--- config.mk ---
export PLATFORM = sky130hd
export DESIGN_NAME = tdm_demux4_rx_flat
export DESIGN_NICKNAME = d
export VERILOG_FILES = /design/src/rtl/tdm_demux4_rx_pkg.sv /design/src/rtl/tdm_demux4_rx_if.sv /design/src/rtl/tdm_demux4_rx_slot_counter.sv /design/src/rtl/tdm_demux4_rx.sv /design/src/flat_wrapper.sv
export SDC_FILE = /design/constraint.sdc
export NUM_CORES = 1
export LEC_CHECK = 0
export BUFFER_PORTS_ARGS = -buffer_cell sky130_fd_sc_hd__buf_4
export CAP_MARGIN = 5
export CORE_UTILIZATION = 25
export CTS_BUF_LIST = sky130_fd_sc_hd__clkbuf_8
export DETAILED_ROUTE_END_ITERATION = 10
export PLACE_DENSITY = 0.51
export SYNTH_ARGS = -nofsm -noshare
export SYNTH_HDL_FRONTEND = slang
export SYNTH_SLANG_ARGS = --single-unit
--- constraint.sdc ---
create_clock -name clk -period 1.7 [get_ports clk]
set_input_delay 0.085 -clock clk [delete_from_list [all_inputs] [get_ports clk]]
set_output_delay 0.085 -clock clk [all_outputs]
set_load 0.1 [all_outputs]
--- src/rtl/tdm_demux4_rx_pkg.sv ---
// Shared definitions for the 4-slot TDM link receiver: slot geometry, miss counter width, FSM states.
package tdm_demux4_rx_pkg;

  localparam int unsigned SLOTS  = 4;
  localparam int unsigned SLOT_W = 2;
  localparam int unsigned MISS_W = 3;

  typedef enum logic {
    ST_HUNT = 1'b0,
    ST_LOCK = 1'b1
  } state_t;

endpackage

--- src/rtl/tdm_demux4_rx_if.sv ---
// Link-side bundle of the TDM receiver: serial input beat plus re-expanded frame outputs.
interface tdm_demux4_rx_if
  import tdm_demux4_rx_pkg::*;
#(
  parameter int unsigned WIDTH = 1
);

  logic [WIDTH-1:0]  din;
  logic              din_valid;
  logic              frame_sync;
  logic [WIDTH-1:0]  out0;
  logic [WIDTH-1:0]  out1;
  logic [WIDTH-1:0]  out2;
  logic [WIDTH-1:0]  out3;
  logic [SLOT_W-1:0] sel;
  logic              frame_valid;
  logic              locked;
  logic              sync_err;

  modport master (
    output din, din_valid, frame_sync,
    input  out0, out1, out2, out3, sel, frame_valid, locked, sync_err
  );

  modport slave (
    input  din, din_valid, frame_sync,
    output out0, out1, out2, out3, sel, frame_valid, locked, sync_err
  );

endinterface

--- src/rtl/tdm_demux4_rx_slot_counter.sv ---
// Wrapping slot-position counter; clear to 0 beats load-to-1 beats increment.
module tdm_demux4_rx_slot_counter
  import tdm_demux4_rx_pkg::*;
(
  input  logic              clk,
  input  logic              rst_n,
  input  logic              inc,
  input  logic              load1,
  input  logic              clr,
  output logic [SLOT_W-1:0] cnt
);

  always_ff @(posedge clk or negedge rst_n) begin
    if (!rst_n) begin
      cnt <= '0;
    end else if (clr) begin
      cnt <= '0;
    end else if (load1) begin
      cnt <= SLOT_W'(1);
    end else if (inc) begin
      cnt <= cnt + SLOT_W'(1);
    end
  end

endmodule

--- src/rtl/tdm_demux4_rx.sv ---
// TDM 4-slot receiver: locks onto frame_sync, collects four beats, publishes them as one frame.
module tdm_demux4_rx
  import tdm_demux4_rx_pkg::*;
#(
  parameter int unsigned WIDTH      = 1,
  parameter int unsigned MISS_LIMIT = 2
)
(
  input  logic           clk,
  input  logic           rst_n,
  tdm_demux4_rx_if.slave link
);

  state_t            state;
  logic [SLOT_W-1:0] sel;
  logic [MISS_W-1:0] miss;
  logic [MISS_W-1:0] miss_inc;
  logic              miss_hit;
  logic [WIDTH-1:0]  shadow0;
  logic [WIDTH-1:0]  shadow1;
  logic [WIDTH-1:0]  shadow2;
  logic [WIDTH-1:0]  out0;
  logic [WIDTH-1:0]  out1;
  logic [WIDTH-1:0]  out2;
  logic [WIDTH-1:0]  out3;
  logic              frame_valid;
  logic              sync_err;
  logic              cnt_inc;
  logic              cnt_load1;
  logic              cnt_clr;

  assign miss_inc = miss + MISS_W'(1);
  assign miss_hit = (miss_inc == MISS_W'(MISS_LIMIT));

  // Slot counter control; any accepted frame_sync re-anchors the frame at slot 0
  always_comb begin
    cnt_inc   = 1'b0;
    cnt_load1 = 1'b0;
    cnt_clr   = 1'b0;
    if (link.din_valid) begin
      if (state == ST_HUNT) begin
        cnt_load1 = link.frame_sync;
      end else if (link.frame_sync) begin
        cnt_load1 = 1'b1;
      end else if ((sel == '0) && miss_hit) begin
        cnt_clr = 1'b1;
      end else begin
        cnt_inc = 1'b1;
      end
    end
  end

  tdm_demux4_rx_slot_counter u_slot_counter (
    .clk   (clk),
    .rst_n (rst_n),
    .inc   (cnt_inc),
    .load1 (cnt_load1),
    .clr   (cnt_clr),
    .cnt   (sel)
  );

  // Lock FSM, shadow capture and frame publication
  always_ff @(posedge clk or negedge rst_n) begin
    if (!rst_n) begin
      state       <= ST_HUNT;
      miss        <= '0;
      shadow0     <= '0;
      shadow1     <= '0;
      shadow2     <= '0;
      out0        <= '0;
      out1        <= '0;
      out2        <= '0;
      out3        <= '0;
      frame_valid <= 1'b0;
      sync_err    <= 1'b0;
    end else begin
      frame_valid <= 1'b0;
      sync_err    <= 1'b0;
      if (link.din_valid) begin
        case (state)
          ST_HUNT: begin
            if (link.frame_sync) begin
              shadow0 <= link.din;
              miss    <= '0;
              state   <= ST_LOCK;
            end
          end
          ST_LOCK: begin
            if (link.frame_sync) begin
              // Resync mid-frame drops the partial frame; shadows are simply overwritten
              shadow0  <= link.din;
              miss     <= '0;
              sync_err <= (sel != '0);
            end else if (sel == '0) begin
              if (miss_hit) begin
                state <= ST_HUNT;
                miss  <= '0;
              end else begin
                shadow0 <= link.din;
                miss    <= miss_inc;
              end
            end else if (sel == SLOT_W'(1)) begin
              shadow1 <= link.din;
            end else if (sel == SLOT_W'(2)) begin
              shadow2 <= link.din;
            end else if (sel == SLOT_W'(SLOTS - 1)) begin
              out0        <= shadow0;
              out1        <= shadow1;
              out2        <= shadow2;
              out3        <= link.din;
              frame_valid <= 1'b1;
            end
          end
          default: state <= ST_HUNT;
        endcase
      end
    end
  end

  assign link.out0        = out0;
  assign link.out1        = out1;
  assign link.out2        = out2;
  assign link.out3        = out3;
  assign link.sel         = sel;
  assign link.frame_valid = frame_valid;
  assign link.sync_err    = sync_err;
  assign link.locked      = (state == ST_LOCK);

endmodule

--- src/flat_wrapper.sv ---
// flat-port wrapper written by rule: the top's interface ports become plain ports
module tdm_demux4_rx_flat import tdm_demux4_rx_pkg::*;
#(
  parameter int unsigned WIDTH      = 1,
  parameter int unsigned MISS_LIMIT = 2
)
  (clk, rst_n, link_din, link_din_valid, link_frame_sync, link_out0, link_out1, link_out2, link_out3, link_sel, link_frame_valid, link_locked, link_sync_err);
  tdm_demux4_rx_if #(.WIDTH(WIDTH)) link_i ();
  input  logic clk;
  input  logic rst_n;
  input wire logic [$bits(link_i.din)-1:0] link_din;
  input wire logic [$bits(link_i.din_valid)-1:0] link_din_valid;
  input wire logic [$bits(link_i.frame_sync)-1:0] link_frame_sync;
  output wire logic [$bits(link_i.out0)-1:0] link_out0;
  output wire logic [$bits(link_i.out1)-1:0] link_out1;
  output wire logic [$bits(link_i.out2)-1:0] link_out2;
  output wire logic [$bits(link_i.out3)-1:0] link_out3;
  output wire logic [$bits(link_i.sel)-1:0] link_sel;
  output wire logic [$bits(link_i.frame_valid)-1:0] link_frame_valid;
  output wire logic [$bits(link_i.locked)-1:0] link_locked;
  output wire logic [$bits(link_i.sync_err)-1:0] link_sync_err;
  assign link_i.din = link_din;
  assign link_i.din_valid = link_din_valid;
  assign link_i.frame_sync = link_frame_sync;
  assign link_out0 = link_i.out0;
  assign link_out1 = link_i.out1;
  assign link_out2 = link_i.out2;
  assign link_out3 = link_i.out3;
  assign link_sel = link_i.sel;
  assign link_frame_valid = link_i.frame_valid;
  assign link_locked = link_i.locked;
  assign link_sync_err = link_i.sync_err;
  tdm_demux4_rx #(.WIDTH(WIDTH), .MISS_LIMIT(MISS_LIMIT)) u_core (.clk(clk), .rst_n(rst_n), .link(link_i));
endmodule
Word level (Yosys, flattened, before mapping)
Index checks and enable logic that the tools add are counted.

storage, ports and cells
  bits of input ports = 5
  output and inout bits = 9
  word-level logic and storage cells = 73
  bits in registers = 15

cells by class
  add/sub/neg operators = 2
  bitwise operators = 5
  equal/unequal tests = 7
  multiplexer cells = 38
  reduce and logical (&&, ||, !) cells = 9

operators by type and width
  kind                   number
  $mux W1                28
  $mux W3                4
  $reduce_and A7 Y1      1
  $mux W2                3
  $ne A3 B3 Y1 const B   2
  $pmux W3 S2            1
  $reduce_and A6 Y1      1
  $not A1 Y1             5
  $reduce_and A5 Y1      1
  $eq A2 B2 Y1 const B   2
  $pmux W1 S2            2
  $reduce_and A4 Y1      1
  $add A3 B1 Y3 const B  1
  $eq A3 B2 Y1 const B   1
  $reduce_and A3 Y1      1
  $reduce_bool A3 Y1     1
  $add A2 B1 Y2 const B  1
  $eq A2 B1 Y1 const B   1
  $logic_not A2 Y1       1
  $ne A2 B2 Y1 const B   1
  $reduce_bool A2 Y1     1
  $logic_and A1 B1 Y1    1

Depth between registers and ports, before layout
Gate-level depths: netlist of the first run.

  depth after elaboration = 10
  mapped depth = 6
  gate-level depth less buffers = 5

Modules after synthesis
From an unflattened synthesis of the first run, not the netlist that was laid out.

unflattened totals
  cells, all modules = 68
  area, all modules = 767.0 um2

by module, submodules not included
  module                      seq. area each (um2)  area an instance (um2)  instances  cells each
  tdm_demux4_rx               325.3                 669.4                   1          60
  tdm_demux4_rx_slot_counter  50.0                  97.6                    1          8

Least setup slack after synthesis of the first run
No wires, ideal clock.

  kind = register to register
  from = register u_core.u_slot_counter.cnt[0]
  to = register u_core.out0 (netlist: u_core.link.out0)
  data required time = 1.574 ns
  period minus slack after synthesis = 2.196 ns
  setup slack = -0.496 ns
  setup time = 0.126 ns
  arrival time = 2.070 ns
  cell stages (with the launch flop) = 7
  path buffers = 1
  path through = dfrtp_1 -> inv_1 -> ha_1 -> buf_2 -> nor2_2 -> nand4b_4 -> mux2_2

on the way
  cells in the longest elaborated chain, start to end = 3
  elaborated cells between the ends (all ways) = 8
  classes of those cells = 3 x eq/ne; 3 x bitwise; 2 x reduce/logical

RTL lines
  element                                     line                              RTL
  start: declaration                          tdm_demux4_rx_slot_counter.sv:10  output logic [SLOT_W-1:0] cnt
  start signal: assignment                    tdm_demux4_rx_slot_counter.sv:21  cnt <= cnt + SLOT_W'(1);
  $eq A2 B1 Y1, or another cell as far along  tdm_demux4_rx.sv:102              end else if (sel == SLOT_W'(1)) begin
  $not A1 Y1 (no source line)                 -
  $reduce_and A7 Y1 (no source line) (*)      -
  end signal: assignment                      tdm_demux4_rx.sv:107              out0 <= shadow0;
  end: declaration                            tdm_demux4_rx.sv:22               logic [WIDTH-1:0] out0;

Mark *: on every way between the ends. The rest lies on a longest branch, timed or not.
A chain may end at the register's enable or synchronous reset.

Worst setup path in the final report of the first run
  from = register u_core.u_slot_counter.cnt[0]
  to = register u_core.miss[2]

on the way
  cells in the longest elaborated chain, start to end = 3

RTL lines
  element                             line                  RTL
  $logic_not A2 Y1                    tdm_demux4_rx.sv:94   end else if (sel == '0) begin
  $ne A3 B3 Y1 (no source line)       -
  $reduce_and A3 Y1 (no source line)  -
  end signal: assignment              tdm_demux4_rx.sv:100  miss <= miss_inc;
  end: declaration                    tdm_demux4_rx.sv:16   logic [MISS_W-1:0] miss;

Every way passes these cells.

==> results of run 1 <==
[cell families (layout without fill, tap and decap cells)]
| family | Yosys count | count (layout) | share of synthesized area |
|---|---|---|---|
| xor gates and xnor gates | 1 | 1 | 0.0108 |
| and+or+nand+nor | 21 | 21 | 0.170 |
| DFF | 15 | 15 | 0.464 |
| AOI/OAI and AO/OA | 14 | 14 | 0.125 |
| adders and majority gates | 6 | 6 | 0.0927 |
| muxes | 7 | 7 | 0.0958 |
| buffers and inverters | 8 | 24 | 0.0417 |
[per-layer routing]
metal / GRT usage / vias up / share of wire
met5: 0 / - / 0
met4: 0.0816 / 0 / 0.017
met3: 0.0198 / 2 / 0.033
met2: 0.164 / 13 / 0.48
met1: 0.116 / 284 / 0.47
li1: - / 293 / -
[worst paths after layout]
| kind | to | slack, ns | cells after the start |
|---|---|---|---|
| max in group asynchronous | u_core.u_slot_counter.cnt[1] | 1.28 | 2 |
| hold / removal | u_core.shadow2 | 0.1 | 2 |
| setup / recovery | u_core.miss[2] | 0.18 | 6 |
| min in group asynchronous | u_core.link.out2 | 0.22 | 2 |
| setup reg to reg | u_core.miss[2] | 0.18 | 6 |
| hold reg to reg | u_core.link.out2 | 0.50 | 1 |
[metrics by stage]
| stage | cells | cell area (µm²) | hold slack [ns] | power [mW] | worst slack (ns) |
|---|---|---|---|---|---|
| 6_report | 132 | 1020 | 0.0963 | 2.01 | 0.178 |
| 5_1_grt | 132 | 1020 | 0.0974 | 2.11 | 0.0870 |
| 4_1_cts | 132 | 1020 | 0.0956 | 2.02 | 0.189 |
| 3_5_place_dp | 127 | 968 | -0.0443 | 1.73 | 0.197 |
| 3_3_place_gp | 127 | 968 | -0.0468 | 1.71 | 0.232 |
| 2_1_floorplan | 72 | 823 | -0.211 | 1.48 | 0.00144 |
[power groups by stage]
stage	logic, mW	clock network (mW)	registers (mW)
after floorplan	0.373	0	1.11
after global placement	1.09	0	0.619
after detailed placement	1.10	0	0.627
after CTS	1.10	0.299	0.621
after global routing	1.16	0.311	0.639
final	1.10	0.292	0.618
[worst reg2reg max path: cells and delay by family (launching register included)]
family	cells	cell delay [ns]
buffers and inverters	2	0.23
adder cells (fa/ha/maj)	1	0.26
AO/OA/AOI/OAI	2	0.26
flip-flops	1	0.45
AND/OR/NAND/NOR	1	0.21
[registers in the layout (all words and copies together) (netlist names)]
| signal | count |
|---|---|
| u_core.miss | 3 |
| u_core.u_slot_counter.cnt | 2 |
| u_core.link.frame_valid | 1 |
| u_core.link.locked | 1 |
| u_core.link.out0 | 1 |
| u_core.link.out1 | 1 |
| u_core.link.out2 | 1 |
| u_core.link.out3 | 1 |
| u_core.link.sync_err | 1 |
| u_core.shadow0 | 1 |
| u_core.shadow1 | 1 |
| u_core.shadow2 | 1 |
[cell usage in the layout (no fill, tap or decap), drive strengths merged]
master	netlist	final
nor3	1	1
mux2	6	6
a21oi	1	1
o2bb2ai	2	2
a211o	1	1
a311o	1	1
clkbuf	0	3
nand4b	2	2
nand2	4	4
and3	3	3
buf	3	14
nor2	2	2
nand4	2	2
o31ai	2	2
o21ai	3	3
ha	6	6
clkinv	0	1
mux2i	1	1
and2	1	1
inv	5	5
nand2b	1	1
dlygate4sd3	0	1
nand3	3	3
a31oi	1	1
a22oi	2	2
dfrtp	15	15
xnor2	1	1
a22o	1	1
nor2b	2	2
[repair_timing]
action,4_1_cts,5_1_grt
hold buffers,1,0
buffers inserted,0,0
hold endpoints to repair,15,0
[final cells by class]
| class | count | area share |
|---|---|---|
| Inverter | 5 | 0.0183 |
| Clock buffer | 3 | 0.0403 |
| Sequential cell | 15 | 0.375 |
| Timing Repair Buffer | 15 | 0.112 |
| Multi-Input combinational cell | 49 | 0.396 |
| Clock inverter | 1 | 0.00488 |
| Tap cell | 44 | 0.0537 |
==> results.txt, run 1 <==
The flow ran to the end, and the final reports show no timing, DRC or antenna violations. The critical path goes through inv_2 -> ha_1 -> buf_4 -> and3_2 -> a22oi_1 -> o2bb2ai_1. The family of cells with the greatest summed delay on the critical path is flip-flops. The sequential cell area came out at 384 µm². The summed instance area of the synthesized netlist is 810 µm².

The area taken by multi-input logic gates came out at 405 µm². The measured slew at the worst slew-check pin came out at 0.410 ns. The total number of vias is 592. The average wire per standard cell is 12.1 µm. The part of the Yosys area used for sequential elements is 0.464. The most frequently used flop master after synthesis is sky130_fd_sc_hd__dfrtp_1. Summed over all instances, the cell type with the most area after synthesis is sky130_fd_sc_hd__dfrtp_1. Post-CTS repair changed the size of 0 cells. The clock tree skew after final layout came out at 0.00382 ns. The worst pin sits at a relative slew slack of 0.725. The maximum number of pins on one net before global-route repair came out at 16. The share of total power dissipated in the clock network is 0.146. The cell-internal power is 0.989 mW. The total number of clock tree sinks is 15. Measured along the x axis, the die boundary spans 58.9 µm. The net count reported at finish came out at 100. The number of clock buffers added by TritonCTS is 3. Setup repair after global routing left no endpoint under its margin. The total net switching power is 1.02 mW. In the synthesized netlist, the cells that appear most often are sky130_fd_sc_hd__dfrtp_1, sky130_fd_sc_hd__ha_1, sky130_fd_sc_hd__mux2_2, sky130_fd_sc_hd__inv_1, sky130_fd_sc_hd__nand2_1.

The number of fill cells is 312. The number of antenna diodes in the final layout is 0. The number of port buffers is 13. The effective utilization at floorplan is 0.265.

The core region area came out at 3050 µm². In this run, synthesis inferred 0 flip-flops with an integrated enable. The post-CTS clock slew at the launch and capture registers of the worst setup and hold paths is 0.07 ns. The initial antenna violation count came out at 0. The final critical delay including setup and external delays came out at 1.52 ns. The cell count after synthesis came out at 72. Of all flip-flops after synthesis, the portion carrying an async set or reset was 1.00. The detailed-route vias per instance is 4.48.

For this design the static power due to leakage is 0.489 nW. The total of max-cap violations is 0. The detailed placement HPWL is 1160 µm. Measured along the y axis, the die boundary spans 58.9 µm. The count of different cell masters after synthesis came out at 29. The nature of the critical path endpoint is a flop. The power per cell area is 1960 nW/µm². For the worst setup path, the data arrival time is 1.65 ns. Based on the critical path, the design can be clocked at up to 0.657 GHz. For this design, the slowest cell found on the critical path is sky130_fd_sc_hd__dfrtp_4. The number of buffer and inverter stages on the critical path came out at 2. The floorplan step defined a die boundary enclosing 3470 µm².

The max-slew violation count is 0. The proportion of power drawn by combinational gates came out at 0.547. The total length of routed wires came out at 1600 µm. Clock latency on the worst-skew pair, taken at its later pin, is 0.25 ns. The growth of design area from synthesis to finish came out at 26.6%. The origin of the critical flop-to-flop path is u_core.u_slot_counter.cnt[0]. The combined global-route utilization of all metal layers is 0.101. CTS built an H-tree with a depth of 1. The worst setup path is of the reg -> reg kind. The final cycle utilization of the critical path is 0.895. Of the total power, registers draw 0.308. The final number of setup-violating endpoints is 0. The switching part of the total power came out at 0.508. The sum of overflow across all layers after global routing came out at 0. Yosys printed 0 warnings. The final core area utilization is 0.336. The global-route wire length before repair is 2550 µm. 14 I/O pins were placed. In this run the mean area of a mapped cell was 11.2 µm².

In the post-synthesis netlist, the cell with the most instances is sky130_fd_sc_hd__dfrtp_1. The violation count after the first detailed-routing iteration is 26. The required time of the worst setup path is 1.83 ns. The number of cell rows came out at 20.

The count of TritonRoute iterations in the first routing pass is 4. TritonCTS built the clock tree. The tree is rooted in a sky130_fd_sc_hd__clkbuf_8. The count of nets left with antenna violations after detail routing came out at 0.

The worst setup path is launched from a flop. The flop and latch count out of synthesis came out at 15. In the post-synthesis netlist, the biggest area contributors are sky130_fd_sc_hd__dfrtp_1, sky130_fd_sc_hd__ha_1, sky130_fd_sc_hd__mux2_2.

In the final layout, the share of cells above drive strength 1 is 0.364. The worst hold path belongs to the class in -> reg. The final routed DRC violation total came out at 0.

The final hold violation count came out at 0. The startpoint of the worst setup timing path is u_core.u_slot_counter.cnt[0]. Along the worst path, the maximum fanout reaches 6. The weighted congestion at the end of routability-driven global placement came out at 0.793. The highest ir drop seen on vdd is 0.388 mV. After routing, the total negative slack on setup checks comes to 0 ns. Of the post-synthesis cell area, the dominant cell type holds 0.464. The startpoint identified for the worst hold timing path is link_din. The net count after synthesis is 83. The deepest clock path buffer count came out at 2. For this run, the slowest stage of the critical path takes 0.45 ns. The via count of the first global-routing pass came out at 591.
Note: power is estimated with default switching activity, not from simulation.
==> run 2: changes to the inputs <==
Settings changed: CELL_PAD_IN_SITES_DETAIL_PLACEMENT set to 0, CELL_PAD_IN_SITES_GLOBAL_PLACEMENT set to 2, PLACE_DENSITY 0.51 to 0.67.
==> results.txt, run 2 (synthesis results as in run 1) <==
The run finished with clean final reports. The number of buffers inserted by hold repair at cts is 1 (unchanged). The arrival time of data at the critical path endpoint was 1.66 ns (about the same). The final setup TNS is 0 ns (unchanged). The antenna cell count came to 0 (unchanged). Leaving out fill and tap cells, the most frequent cell in the layout is sky130_fd_sc_hd__buf_4. The cell-internal power came to 0.987 mW (-0.19%).

The clock latency on the worst-skew pair was 0.25 ns (about the same). The instance count after placement with tap cells included came out at 127 (unchanged). The clock tree skew after final layout came out at 0.00207 ns (-0.00176 ns). The library cells used most frequently in the layout, excluding fill and tap cells, are sky130_fd_sc_hd__buf_4, sky130_fd_sc_hd__dfrtp_1, sky130_fd_sc_hd__mux2_2, sky130_fd_sc_hd__ha_1. The combined global-route utilization of all metal layers is 0.109 (+0.00760). The final standard cell count with taps included and fillers excluded is 132 (unchanged).

The sum of overflow across all layers after global routing came out at 0 (unchanged). The maximum number of pins on one net before global-route repair came to 16 (unchanged). The final core area utilization is 0.336 (unchanged). The worst slack at placement is 0.199 ns (+0.00126 ns). The proportion of power drawn by combinational gates came out at 0.545 (-0.002). The delay of the slowest critical-path stage was 0.43 ns (-0.02 ns).

The number of buffers created by CTS came to 3 (unchanged). The average wire per standard cell came out at 12.3 µm (+1.9%). The highest ir drop seen on vdd came out at 0.765 mV (+97%). The violation count after the first detailed-routing iteration came out at 8 (-69%). The minimum setup slack in the final design was 0.180 ns (+0.00172 ns). The post-CTS clock slew at the launch and capture registers of the worst setup and hold paths came out at 0.06 ns (about the same). The switching part of the total power came out at 0.506 (-0.00147). STA classifies the critical path startpoint as a flop.

The maximum level of the CTS H-tree came out at 1 (unchanged). In this run the clock root is driven by a sky130_fd_sc_hd__clkbuf_8. The worst min-delay path class is in -> reg. The final number of setup-violating endpoints came out at 0 (unchanged). The required time of the worst setup path is 1.84 ns (about the same).

The part of the total power dissipated in sequential elements came out at 0.309 (about the same). The top register by number of flip-flops is u_core.miss. The critical path goes through ha_1 -> xnor2_1 -> nand4_1 -> a22o_1. The effective utilization at floorplan came out at 0.265 (unchanged).

The total of max-cap violations came out at 0 (unchanged). The final cycle utilization of the critical path is 0.894 (-0.00101). The final critical delay including setup and external delays is 1.52 ns (-0.00172 ns). The final hold violation count is 0 (unchanged).

The fmax came out at 0.658 GHz (+0.11%). The max-slew violation count came out at 0 (unchanged). The tightest slew margin relative to the limit is 0.725 (about the same). The slowest stage of the critical path belongs to the cell sky130_fd_sc_hd__dfrtp_1. The total net switching power is 1.01 mW (-0.78%). The net count reported at finish is 100 (unchanged). The detailed placement HPWL is 1230 µm (+5.9%).

The power per cell area came to 1950 nW/µm² (-0.49%). The total number of vias was 603 (+1.9%). The final routed DRC violation total is 0 (unchanged). The detailed-route vias per instance came out at 4.57 (+1.9%).

The measured slew at the worst slew-check pin came to 0.410 ns (+0.000471 ns). The weighted congestion at the end of routability-driven global placement is 0.734 (-7.4%). The growth of design area from synthesis to finish is 26.6% (unchanged).

The power share of the clock group came out at 0.145 (about the same). The global-route wire length before repair came out at 2750 µm (+7.6%). The count of nets left with antenna violations after detail routing came out at 0 (unchanged).

STA classifies the critical path endpoint as a flop. The largest registers in the layout are u_core.miss x3, u_core.u_slot_counter.cnt x2. The full die area is 3470 µm² (unchanged).

Setup repair after global routing left no endpoint under its margin. The number of port buffers is 13 (unchanged). The total length of routed wires is 1630 µm (+1.9%).

The number of buffers inserted by post-CTS setup repair came out at 0 (unchanged). The count of TritonRoute iterations in the first routing pass came out at 4 (unchanged). The proportion of layout cells with a drive suffix above 1 was 0.364 (unchanged). The number of buffer and inverter stages on the critical path is 0 (-2). The number of flip-flops in the largest register is 3 (unchanged). The TritonCTS clock tree is yes.

The worst setup path is of the reg -> reg kind. The number of cell rows is 20 (unchanged). The I/O pin count came out at 14 (unchanged). The core region area was 3050 µm² (unchanged).

The floorplan die height came out at 58.9 µm (unchanged). The number of fill cells came to 328 (+5.1%). The number of resized instances in the post-cts repair step was 0 (unchanged).

The total number of clock tree sinks came out at 15 (unchanged). The family of cells with the greatest summed delay on the critical path is flip-flops. The largest fanout on the critical path came to 5 (-1). The final worst hold slack came to 0.102 ns (+0.00610 ns). The die boundary width is 58.9 µm (unchanged). The initial antenna violation count is 0 (unchanged). The reported leakage power is 0.489 nW (unchanged). The deepest clock path buffer count was 2 (unchanged). The via count of the first global-routing pass was 605 (+2.4%).
-- run 2: cell counts in the layout (fill, tap and decap cells not counted) --
No cell type changed its count.
-- run 2: worst register-to-register path: cells and delay by family, from the launching register on --
kind / cells / cell delay, ns
AO/OA/AOI/OAI: 1 / 0.20
XOR/XNOR: 1 / 0.36
adder cells (fa/ha/maj): 1 / 0.26
flip-flops: 1 / 0.43
AND/OR/NAND/NOR: 1 / 0.16
-- run 2: power groups by stage --
stage | registers [mW] | logic (mW) | clock network, mW
global placement | 0.621 | 1.10 | 0
floorplan | 1.11 | 0.373 | 0
CTS | 0.621 | 1.10 | 0.308
detailed placement | 0.627 | 1.10 | 0
finish | 0.619 | 1.09 | 0.291
global route | 0.640 | 1.17 | 0.328
-- run 2: area by class of cell --
cell class | instances | area [µm²] | share of cell area
Inverter | 5 | 18.8 | 0.0183
Clock inverter | 1 | 5.00 | 0.00488
Tap cell | 44 | 55.1 | 0.0537
Clock buffer | 3 | 41.3 | 0.0403
Timing Repair Buffer | 15 | 115 | 0.112
Sequential cell | 15 | 384 | 0.375
Multi-Input combinational cell | 49 | 405 | 0.396
-- run 2: stage by stage --
step                total power, mW  instance area (µm²)
CTS                            2.03                 1020
detailed placement             1.72                  968
global placement               1.72                  968
global route                   2.14                 1020
finish                         2.00                 1020
floorplan                      1.48                  823
-- run 2: metal layers --
| metal | part of all wire | track usage | routed length, µm | vias to the layer above |
|---|---|---|---|---|
| li1 | - | - | - | 292 |
| met1 | 0.47 | 0.132 | 770 | 296 |
| met2 | 0.48 | 0.182 | 776 | 15 |
| met3 | 0.050 | 0.0462 | 82 | 0 |
| met4 | 0 | 0.0204 | 0 | 0 |
| met5 | 0 | 0 | 0 | - |
-- run 2: path summary, 6_finish.rpt --
| check | start | end | slack [ns] | cells after the start |
|---|---|---|---|---|
| setup / recovery | u_core.miss[0] | u_core.link.locked | 0.18 | 4 |
| hold / removal | link_frame_sync | u_core.miss[2] | 0.10 | 2 |
| setup reg to reg | u_core.miss[0] | u_core.link.locked | 0.18 | 4 |
| hold reg to reg | u_core.shadow2 | u_core.link.out2 | 0.51 | 1 |
| max in group asynchronous | rst_n | u_core.u_slot_counter.cnt[0] | 1.27 | 2 |
| min in group asynchronous | rst_n | u_core.miss[1] | 0.23 | 2 |
